--- src/rtl/muldiv_pkg.sv ---
// muldiv_pkg: shared types and constants for the multi-cycle multiply/divide
// sequencer (muldiv_seq).
//   state_t       FSM state encoding (IDLE / RUN / DONE)
//   OP_MUL/OP_DIV  values of the 'op' request bit
//   ALU_OP_ADD    ALU opcode driven at all times (add; subtract is done with invB+Cin)
//   MULDIV_ITERS  iterations per operation (one result bit per cycle)
//   DIVZERO_QUOT  quotient reported for a divide by zero
package muldiv_pkg;

    typedef enum logic [1:0] {
        S_IDLE = 2'd0,
        S_RUN  = 2'd1,
        S_DONE = 2'd2
    } state_t;

    localparam logic        OP_MUL       = 1'b0;
    localparam logic        OP_DIV       = 1'b1;
    localparam logic [2:0]  ALU_OP_ADD   = 3'b100;
    localparam int          MULDIV_ITERS = 16;
    localparam logic [15:0] DIVZERO_QUOT = 16'hFFFF;

endpackage

--- src/rtl/muldiv_seq.sv ---
// muldiv_seq: multi-cycle unsigned 16x16 multiply (shift-add) and 16/16
// restoring divide. Has no adder of its own: each RUN cycle it drives the
// shared execute-stage ALU and consumes alu_Out / alu_Ofl in the same cycle.
//
// Ports:
//   clk, rst            clock (rising edge), synchronous active-high reset
//   start, op           request (sampled in IDLE only); op 0=mul, 1=div
//   opA, opB            multiplier/dividend, multiplicand/divisor
//   busy                high in RUN and DONE
//   done                one-cycle pulse; res_* valid from this cycle on
//   res_hi, res_lo      product[31:16]/remainder, product[15:0]/quotient
//   div_zero            set with done for a divide by zero, held until next start
//   alu_A, alu_B        ALU operands (zero outside RUN)
//   alu_Op              ALU opcode, constant add
//   alu_Cin, alu_invA, alu_invB, alu_sign   ALU controls (zero outside RUN)
//   alu_Out, alu_Ofl    ALU result and unsigned carry-out
module muldiv_seq
    import muldiv_pkg::*;
#(
    parameter int WIDTH = 16,
    parameter int ITERS = MULDIV_ITERS
) (
    input  logic             clk,
    input  logic             rst,
    input  logic             start,
    input  logic             op,
    input  logic [WIDTH-1:0] opA,
    input  logic [WIDTH-1:0] opB,
    output logic             busy,
    output logic             done,
    output logic [WIDTH-1:0] res_hi,
    output logic [WIDTH-1:0] res_lo,
    output logic             div_zero,
    output logic [WIDTH-1:0] alu_A,
    output logic [WIDTH-1:0] alu_B,
    output logic [2:0]       alu_Op,
    output logic             alu_Cin,
    output logic             alu_invA,
    output logic             alu_invB,
    output logic             alu_sign,
    input  logic [WIDTH-1:0] alu_Out,
    input  logic             alu_Ofl
);

    localparam int CW = $clog2(ITERS);

    state_t           state_q, state_d;
    logic [CW-1:0]    cnt_q, cnt_d;
    logic             op_q, op_d;
    // acc doubles as the partial remainder for divide; m doubles as divisor.
    logic [WIDTH-1:0] acc_q, acc_d;
    logic [WIDTH-1:0] q_q, q_d;
    logic [WIDTH-1:0] m_q, m_d;
    logic [WIDTH-1:0] res_hi_q, res_hi_d;
    logic [WIDTH-1:0] res_lo_q, res_lo_d;
    logic             div_zero_q, div_zero_d;

    logic             last_iter;
    logic             accept;
    logic             start_dz;
    logic [WIDTH-1:0] sh;
    logic             msb;

    assign last_iter = (cnt_q == CW'(ITERS - 1));
    assign accept    = (state_q == S_IDLE) && start;
    assign start_dz  = (op == OP_DIV) && (opB == '0);

    // Divide shifts the next dividend bit in before the trial subtract; the
    // bit shifted out of rem acts as a 17th remainder bit.
    assign sh  = {acc_q[WIDTH-2:0], q_q[WIDTH-1]};
    assign msb = acc_q[WIDTH-1];

    // ---------------------------------------------------------------- state
    always_ff @(posedge clk) begin
        if (rst) begin
            state_q <= S_IDLE;
        end else begin
            state_q <= state_d;
        end
    end

    // ----------------------------------------------------------- next state
    always_comb begin
        state_d = state_q;
        case (state_q)
            S_IDLE: if (start) state_d = start_dz ? S_DONE : S_RUN;
            S_RUN:  if (last_iter) state_d = S_DONE;
            S_DONE: state_d = S_IDLE;
            default: state_d = S_IDLE;
        endcase
    end

    // -------------------------------------------------------------- outputs
    always_comb begin
        busy     = (state_q != S_IDLE);
        done     = (state_q == S_DONE);
        alu_Op   = ALU_OP_ADD;
        alu_A    = '0;
        alu_B    = '0;
        alu_Cin  = 1'b0;
        alu_invA = 1'b0;
        alu_invB = 1'b0;
        alu_sign = 1'b0;
        if (state_q == S_RUN) begin
            if (op_q == OP_MUL) begin
                alu_A = acc_q;
                alu_B = m_q;
            end else begin
                // sh - d as sh + ~d + 1; carry-out means no borrow
                alu_A    = sh;
                alu_B    = m_q;
                alu_invB = 1'b1;
                alu_Cin  = 1'b1;
            end
        end
    end

    // ------------------------------------------------------------- datapath
    always_comb begin
        cnt_d      = cnt_q;
        op_d       = op_q;
        acc_d      = acc_q;
        q_d        = q_q;
        m_d        = m_q;
        res_hi_d   = res_hi_q;
        res_lo_d   = res_lo_q;
        div_zero_d = div_zero_q;

        if (accept) begin
            op_d       = op;
            cnt_d      = '0;
            acc_d      = '0;
            q_d        = opA;
            m_d        = opB;
            div_zero_d = 1'b0;
            if (start_dz) begin
                res_lo_d   = DIVZERO_QUOT;
                res_hi_d   = opA;
                div_zero_d = 1'b1;
            end
        end else if (state_q == S_RUN) begin
            cnt_d = last_iter ? '0 : cnt_q + 1'b1;
            if (op_q == OP_MUL) begin
                // {acc,q} shifts right one bit; carry-out becomes acc msb
                if (q_q[0]) begin
                    acc_d = {alu_Ofl, alu_Out[WIDTH-1:1]};
                    q_d   = {alu_Out[0], q_q[WIDTH-1:1]};
                end else begin
                    acc_d = {1'b0, acc_q[WIDTH-1:1]};
                    q_d   = {acc_q[0], q_q[WIDTH-1:1]};
                end
            end else begin
                if (msb | alu_Ofl) begin
                    acc_d = alu_Out;
                    q_d   = {q_q[WIDTH-2:0], 1'b1};
                end else begin
                    acc_d = sh;
                    q_d   = {q_q[WIDTH-2:0], 1'b0};
                end
            end
            // Results are captured from the final iteration so nothing partial
            // ever reaches res_*.
            if (last_iter) begin
                res_hi_d = acc_d;
                res_lo_d = q_d;
            end
        end
    end

    always_ff @(posedge clk) begin
        if (rst) begin
            cnt_q      <= '0;
            op_q       <= OP_MUL;
            acc_q      <= '0;
            q_q        <= '0;
            m_q        <= '0;
            res_hi_q   <= '0;
            res_lo_q   <= '0;
            div_zero_q <= 1'b0;
        end else begin
            cnt_q      <= cnt_d;
            op_q       <= op_d;
            acc_q      <= acc_d;
            q_q        <= q_d;
            m_q        <= m_d;
            res_hi_q   <= res_hi_d;
            res_lo_q   <= res_lo_d;
            div_zero_q <= div_zero_d;
        end
    end

    assign res_hi   = res_hi_q;
    assign res_lo   = res_lo_q;
    assign div_zero = div_zero_q;

endmodule
--- config.mk ---
export PLATFORM = sky130hd
export DESIGN_NAME = muldiv_seq
export DESIGN_NICKNAME = d
export VERILOG_FILES = /design/src/rtl/muldiv_pkg.sv /design/src/rtl/muldiv_seq.sv
export SDC_FILE = /design/constraint.sdc
export NUM_CORES = 1
export LEC_CHECK = 0
export ABC_CLOCK_PERIOD_IN_PS = 2600
export BUFFER_PORTS_ARGS = -buffer_cell sky130_fd_sc_hd__buf_2
export CAP_MARGIN = 25
export CORE_ASPECT_RATIO = 0.8
export CORE_MARGIN = 2
export CORE_UTILIZATION = 52
export DETAILED_ROUTE_END_ITERATION = 10
export PLACE_DENSITY_LB_ADDON = 0.1
export SLEW_MARGIN = 20
export SYNTH_ARGS = -nofsm -noshare
export SYNTH_HDL_FRONTEND = slang
export SYNTH_SLANG_ARGS = --single-unit
--- constraint.sdc ---
create_clock -name clk -period 2.6 [get_ports clk]
set_input_delay 0.13 -clock clk [delete_from_list [all_inputs] [get_ports clk]]
set_output_delay 0.13 -clock clk [all_outputs]
set_load 0.02 [all_outputs]
==> results.sh, run 1 <==
export IMPL_grt_antenna_before_repair=0
export IMPL_drt_wirelength_per_cell_um=16.4
export IMPL_wire_length_of_the_first_global_routing_pass_mm=20.0
export IMPL_syn_cell_area_um2=4640
export IMPL_tritoncts="built"
export IMPL_die_height_um=88.5
export IMPL_cp_end_kind="register"
export IMPL_num_antenna_cells=0
export IMPL_period_minus_slack_ns=2.42
export IMPL_worst_r2r_cell_count=5
export IMPL_power_static_leakage_uw=0.00226
export IMPL_num_io_pins=127
export IMPL_cts_clk_slew_worst_paths_ns=0.10
export IMPL_die_area_um2=9700
export IMPL_share_of_synthesized_area_occupied_by_flip_flops_and_latches_pct=38.0
export IMPL_drive_gt1_share_pct=26.9
export IMPL_cap_viol_max_count=0
export IMPL_vias=4483
export IMPL_htreeDepth=3
export IMPL_clock_skew_ns=0.0101
export IMPL_grt_start_max_net_pins=69
export IMPL_critical_path_cell_chain="dlygate4sd3_1 > buf_2 > nor4_1 > nand4_1 > or3_2 > buf_12 > a221oi_1"
export IMPL_period_share_pct=93.0
export IMPL_die_width_um=110
export IMPL_drt_pre_antenna_iters=5
export IMPL_proportion_of_power_drawn_by_flip_flops_and_latches_pct=47.5
export IMPL_power_frac_clock_pct=33.4
export IMPL_numClockSinks=88
export IMPL_final_util_pct=64.7
export IMPL_root_buffer="clkbuf_8"
export IMPL_synth_seq_cells=88
export IMPL_filler_cell_count=794
export IMPL_worstSkewPairLatency_ns=0.37
export IMPL_slew_violations=0
export IMPL_critPathMaxStageDelay_ns=0.70
export IMPL_start_kind="input port"
export IMPL_min_delay_path_depth=3
export IMPL_required_ns=2.88
export IMPL_crit_path_start="opB[2]"
export IMPL_timing_hold_violations_final=0
export IMPL_finalSetupTns_ns=0
export IMPL_max_vdd_ir_drop_uv=447
export IMPL_critical_hold_path_startpoint="opB[10]"
export IMPL_routability_congestion_estimate_from_global_placement=0.811
export IMPL_buffer_ports_inserted=121
export IMPL_detailed_place_hpwl_mm=8.74
export IMPL_syn2layout_area_growth_pct=19.3
export IMPL_combinational_power_share_pct=19.1
export IMPL_worst_slew_slack_as_a_fraction_of_its_limit_pct=38.9
export IMPL_grt_setup_unrepaired="no"
export IMPL_first_global_vias=4023
export IMPL_internal_power_uw=2120
export IMPL_post_drt_via_cell_ratio=5.72
export IMPL_global_route_usage_total_pct=26.6
export IMPL_crit_buf_inv=3
export IMPL_tritoncts_num_buffers=9
export IMPL_overflow=0
export IMPL_timing_critical_path_depth=7
export IMPL_ys_warnings=0
export IMPL_crit_arrival_ns=2.69
export IMPL_drt_antenna_violating_nets=0
export IMPL_timing_hold_ws_ns=0.0128
export IMPL_yosys_cell_types_count=37
export IMPL_criticalPathCategory="in -> reg"
export IMPL_critical_path_reg2reg_startpoint="state_q[1]$_SDFFE_PP0P_"
export IMPL_total_routed_length_mm=12.8
export IMPL_post_synth_cell_area_avg_um2=8.17
export IMPL_run_status="finished, final reports clean"
export IMPL_multiInputGateArea_um2=2610
export IMPL_synthesized_instance_count=568
export IMPL_setup_violations_final=0
export IMPL_coreArea_um2=8560
export IMPL_fmax_mhz=414
export IMPL_initial_core_util_pct=54.2
export IMPL_netSwitchingPower_uw=925
export IMPL_seqCellArea_um2=1760
export IMPL_crit_path_max_fanout=14
export IMPL_cp_slowest_cell="or3_2"
export IMPL_power_density_nw_per_um2=549
export IMPL_finish_net_count=721
export IMPL_critPathTopFamily="simple AND/OR/NAND/NOR gates"
export IMPL_sw_frac_of_total_pct=30.4
export IMPL_max_slew_worst_pin_slew_ns=0.916
export IMPL_drt_first_iter_violations=298
export IMPL_drc_errors=0
export IMPL_cts_path_max_buffers=2
export IMPL_fp_row_count=30
export IMPL_worst_hold_path_type="in -> reg"
==> per-stage QoR <==
stage          total power (uW)  instances  setup slack (ns)  cell area, um2
2_1_floorplan              1870        571             0.941            4650
3_3_place_gp               2030        761             0.413            5250
3_5_place_dp               2040        761             0.326            5250
4_1_cts                    3050        784             0.179            5540
5_1_grt                    3170        784            0.0303            5540
6_report                   3040        784             0.182            5540
==> cells in the final DEF, fill, tap and decap left out, types with 11 or more instances in the layout <==
master / n
nand2_1: 56
a221oi_2: 12
a21oi_1: 69
clkbuf_8: 11
dfxtp_1: 87
nor2_1: 78
buf_2: 121
nor2b_1: 17
a211oi_1: 47
and2_1: 18
nor3_1: 18
buf_4: 13
mux2i_1: 40
a221oi_1: 12
o21ai_0: 11
==> area by class of cell <==
type,count,share of cell area [%]
Clock buffer,11,2.73
Clock inverter,5,1.11
Sequential cell,88,31.8
Timing Repair Buffer,143,14.7
Tap cell,112,2.53
Inverter,1,0.0678
Multi-Input combinational cell,424,47.0
==> layer usage <==
metal / up-vias / global-route usage, % / wire, um / part of all wire (%)
li1: 2215 / - / - / -
met1: 2114 / 38.3 / 6080 / 47
met2: 144 / 40.5 / 5780 / 45
met3: 10 / 6.41 / 829 / 6.5
met4: 0 / 6.10 / 138 / 1.1
met5: - / 0 / 0 / 0
==> logic make-up after synthesis <==
kind of cell    synth area share, %
mux                            10.3
flops                          38.0
other cells                   0.162
xor+xnor                      0.377
buf+inv                        6.39
simple gates                   20.3
fa+ha+maj                     0.269
compound gates                 24.3
==> power groups by stage <==
stage / registers, uW / clock network [uW] / logic, uW
3_5_place_dp: 1470 / 0 / 563
2_1_floorplan: 1460 / 0 / 413
5_1_grt: 1450 / 1090 / 635
6_report: 1440 / 1010 / 581
3_3_place_gp: 1470 / 0 / 557
4_1_cts: 1440 / 1040 / 574
==> synth_stat cells <==
master | n | area share (%)
mux2_2 | 7 | 1.7
or3_1 | 1 | 0.13
or3b_2 | 1 | 0.19
nor4_1 | 4 | 0.54
buf_6 | 5 | 1.2
nand2_4 | 1 | 0.24
mux2i_1 | 40 | 8.6
conb_1 | 2 | 0.16
o21ba_1 | 1 | 0.22
nor2_2 | 1 | 0.13
dfxtp_1 | 88 | 38
nand4_1 | 2 | 0.27
inv_1 | 1 | 0.081
ha_1 | 1 | 0.27
a211oi_1 | 47 | 7.6
and3_1 | 1 | 0.13
a211o_1 | 1 | 0.19
a21oi_1 | 69 | 7.4
xor2_1 | 2 | 0.38
nor2b_1 | 18 | 2.4
a21o_1 | 1 | 0.16
nor2_1 | 79 | 6.4
buf_4 | 6 | 0.97
a2bb2oi_1 | 1 | 0.19
and2_1 | 19 | 2.6
nand2_1 | 56 | 4.5
nand3_1 | 1 | 0.11
nor3_1 | 18 | 1.9
nand2b_1 | 4 | 0.54
a22oi_1 | 7 | 1.1
a221oi_2 | 12 | 3.9
or2_2 | 1 | 0.13
buf_1 | 5 | 0.40
clkbuf_1 | 30 | 2.4
a221oi_1 | 12 | 2.3
buf_2 | 12 | 1.3
o21ai_0 | 11 | 1.2
==> worst paths after layout <==
check / endpoint / slack, ns
setup / recovery: res_hi[0]$_SDFFE_PP0P_ / 0.18
hold / removal: m_q[10]$_SDFFE_PP0P_ / 0.01
setup reg to reg: res_hi[8]$_SDFFE_PP0P_ / 0.66
hold reg to reg: m_q[15]$_SDFFE_PP0P_ / 0.45
==> state kept, by name (all words and copies together), names as in the netlist <==
name      flops
acc_q        16
m_q          16
q_q          16
res_hi       16
res_lo       16
cnt_q         4
state_q       2
div_zero      1
op_q          1
==> worst min-delay path: cells and delay by family <==
kind / cells / cell delay (ns)
compound gates: 1 / 0.05
buf+inv: 1 / 0.10
simple gates: 1 / 0.05
==> repair_timing <==
item	in CTS	in global routing
setup buffers	0	0
endpoints found under the hold margin	7	0
setup endpoints to repair	0	1
resized for setup	0	1
hold buffers	7	0
No activity file was read; power rests on OpenSTA's default activity.
==> run 2, diff against run 1 <==
--- a/config.mk
+++ b/config.mk
@@ -5,6 +5,7 @@
 export SDC_FILE = /design/constraint.sdc
 export NUM_CORES = 1
 export LEC_CHECK = 0
+export ABC_AREA = 1
 export ABC_CLOCK_PERIOD_IN_PS = 2600
 export BUFFER_PORTS_ARGS = -buffer_cell sky130_fd_sc_hd__buf_2
 export CAP_MARGIN = 25
@@ -13,6 +14,7 @@
 export CORE_UTILIZATION = 52
 export DETAILED_ROUTE_END_ITERATION = 10
 export PLACE_DENSITY_LB_ADDON = 0.1
+export SKIP_CTS_REPAIR_TIMING = 1
 export SLEW_MARGIN = 20
 export SYNTH_ARGS = -nofsm -noshare
 export SYNTH_HDL_FRONTEND = slang
==> constraint.sdc (replaced) <==
create_clock -name clk -period 2.6 [get_ports clk]
set_input_delay 0.65 -clock clk [delete_from_list [all_inputs] [get_ports clk]]
set_output_delay 0.65 -clock clk [all_outputs]
set_load 0.02 [all_outputs]
==> run 2 against run 1 <==
  * Register-to-register slack got worse by 0.17 ns
  * Clock-buffer cell count fell by 1
  * Fmax rose by 4.5%
  * Sequential share of layout area fell by 1.2 points
  * Synthesized cell count rose by 38%
  * Critical endpoint is now alu_A[6]
  * Largest cell class unchanged
  * Largest power group unchanged
==> results.sh, run 2 <==
export IMPL_run_status="finished, final reports clean"
export IMPL_power_frac_clock_pct=39.5
export IMPL_period_share_pct=89.0
export IMPL_die_width_um=112
export IMPL_start_kind="register"
export IMPL_synthesized_instance_count=783
export IMPL_yosys_cell_types_count=26
export IMPL_detailed_place_hpwl_mm=10.1
export IMPL_timing_hold_ws_ns=0.454
export IMPL_syn2layout_area_growth_pct=18.3
export IMPL_routability_congestion_estimate_from_global_placement=0.956
export IMPL_wire_length_of_the_first_global_routing_pass_mm=22.5
export IMPL_worst_hold_path_type="reg -> reg"
export IMPL_worstSkewPairLatency_ns=0.34
export IMPL_worst_slew_slack_as_a_fraction_of_its_limit_pct=57.4
export IMPL_sw_frac_of_total_pct=29.8
export IMPL_ranking_of_synthesized_cells_by_instance_count="206 x nand2_1, 122 x inv_1, 96 x nor2_1"
export IMPL_post_synth_top_count_cell="nand2_1"
export IMPL_fin_area_um2=5760
export IMPL_numClockSinks=88
export IMPL_max_slew_worst_pin_slew_ns=0.637
export IMPL_cts_path_max_buffers=2
export IMPL_htreeDepth=3
export IMPL_synthArstFlopShare_pct=0
export IMPL_netSwitchingPower_uw=1010
export IMPL_fp_row_count=31
export IMPL_die_height_um=90.5
export IMPL_drive_gt1_share_pct=20.1
export IMPL_combinational_power_share_pct=17.9
export IMPL_initial_core_util_pct=53.6
export IMPL_crit_path_max_fanout=36
export IMPL_cap_viol_max_count=0
export IMPL_cts_clk_slew_worst_paths_ns=0.06
export IMPL_required_ns=1.95
export IMPL_drc_errors=0
export IMPL_drt_first_iter_violations=429
export IMPL_root_buffer="clkbuf_16"
export IMPL_placement_cell_area_um2=5450
export IMPL_timing_hold_violations_final=0
export IMPL_tritoncts="built"
export IMPL_final_util_pct=63.4
export IMPL_slew_violations=0
export IMPL_total_routed_length_mm=14.0
export IMPL_grt_use_met1_pct=39.2
export IMPL_buffer_ports_inserted=121
export IMPL_drt_wirelength_per_cell_um=14.0
export IMPL_synth_top_cell_by_area="dfxtp_1"
export IMPL_finish_net_count=935
export IMPL_coreArea_um2=9080
export IMPL_criticalPathCategory="reg -> out"
export IMPL_vias=5212
export IMPL_synth_seq_cells=88
export IMPL_cp_end_kind="output pin"
export IMPL_final_common_cell="nand2_1"
export IMPL_proportion_of_power_drawn_by_flip_flops_and_latches_pct=42.6
export IMPL_num_io_pins=127
export IMPL_netlist_top_cells_area="dfxtp_1 36%, nand2_1 16%, inv_1 9.4%"
export IMPL_busiest_layer="met2"
export IMPL_overflow=0
export IMPL_max_vdd_ir_drop_uv=554
export IMPL_drt_antenna_violating_nets=0
export IMPL_period_minus_slack_ns=2.31
export IMPL_tritoncts_num_buffers=9
export IMPL_grt_antenna_before_repair=0
export IMPL_crit_arrival_ns=1.66
export IMPL_num_antenna_cells=0
export IMPL_filler_cell_count=886
export IMPL_synth_edff_count=0
export IMPL_die_area_um2=10200
export IMPL_grt_met3_usage_pct=6.24
export IMPL_global_route_usage_total_pct=27.5
export IMPL_post_synth_cell_area_avg_um2=6.22
export IMPL_syn_cell_area_um2=4870
export IMPL_ys_warnings=0
export IMPL_grt_start_max_net_pins=51
export IMPL_fin_cells=1001
export IMPL_post_drt_via_cell_ratio=5.21
export IMPL_clock_skew_ns=0.00588
export IMPL_power_static_leakage_uw=0.00320
export IMPL_first_global_vias=4585
export IMPL_finalSetupTns_ns=0
export IMPL_postSynth_topFlopCell="dfxtp_1"
export IMPL_final_cell_mix="206 x nand2_1, 122 x inv_1, 121 x buf_2"
export IMPL_grt_setup_unrepaired="no"
export IMPL_synth_top_area_share_pct=36.2
export IMPL_place_detailed_instances=985
export IMPL_share_of_synthesized_area_occupied_by_flip_flops_and_latches_pct=36.2
export IMPL_drt_pre_antenna_iters=5
export IMPL_setup_violations_final=0
export IMPL_internal_power_uw=2370
export IMPL_use_met2_pct=41.5
export IMPL_power_density_nw_per_um2=586
export IMPL_fmax_mhz=432
[run 2: changes by cell type after synthesis, sizes merged, moves of 19 or more]
| cell | before | now |
|---|---|---|
| a211oi | 47 | 1 |
| a221oi | 24 | 0 |
| and2 | 19 | 0 |
| clkbuf | 30 | 10 |
| inv | 1 | 127 |
| mux2i | 40 | 0 |
| nand2 | 57 | 209 |
| nand3 | 1 | 46 |
| nor2 | 80 | 100 |
| o21ai | 11 | 71 |
[run 2: layer usage]
layer  up-vias  routed length (um)
met5         -                   0
met4         0                 245
met3        20                1140
met2       226                6060
met1      2346                6590
li1       2620                   -
[run 2: layout make-up]
type / instances / area (um2) / share of cell area, %
Multi-Input combinational cell: 518 / 2340 / 40.7
Inverter: 127 / 477 / 8.28
Sequential cell: 88 / 1760 / 30.6
Clock buffer: 10 / 239 / 4.15
Timing Repair Buffer: 137 / 726 / 12.6
Tap cell: 115 / 144 / 2.50
Clock inverter: 6 / 67.6 / 1.17
[run 2: critical path, stage by stage, from the launching register on]
cell	delay, ns
dfxtp_1	0.35
inv_1	0.07
nand2_2	0.24
buf_4	0.39
nor2_1	0.09
buf_2	0.17
[run 2: stage by stage]
stage          setup slack [ns]  power (uW)
6_report                  0.286        3380
5_1_grt                   0.186        3530
4_1_cts                   0.286        3380
3_5_place_dp              0.528        2060
3_3_place_gp              0.597        2050
2_1_floorplan             0.455        1880
[run 2: cells by family after synthesis]
logic type      synth area share, %
other cells                   0.154
fa+ha+maj                     0.257
buf+inv                        15.9
simple gates                   30.4
compound gates                 17.1
flops                          36.2
[run 2: worst paths after layout]
path | slack (ns) | to | startpoint | cells past startpoint
setup / recovery | 0.29 | alu_A[6] | state_q[1]$_SDFFE_PP0P_ | 5
hold / removal | 0.45 | m_q[15]$_SDFFE_PP0P_ | m_q[15]$_SDFFE_PP0P_ | 2
setup reg to reg | 0.49 | res_hi[2]$_SDFFE_PP0P_ | cnt_q[0]$_SDFFE_PP0P_ | 8
hold reg to reg | 0.45 | m_q[15]$_SDFFE_PP0P_ | m_q[15]$_SDFFE_PP0P_ | 2
[run 2: power groups by stage]
stage | Sequential (uW) | Clock [uW] | Combinational [uW]
floorplan | 1460 | 0 | 420
global placement | 1470 | 0 | 585
detailed placement | 1470 | 0 | 592
CTS | 1440 | 1350 | 594
global route | 1440 | 1410 | 674
finish | 1440 | 1330 | 606
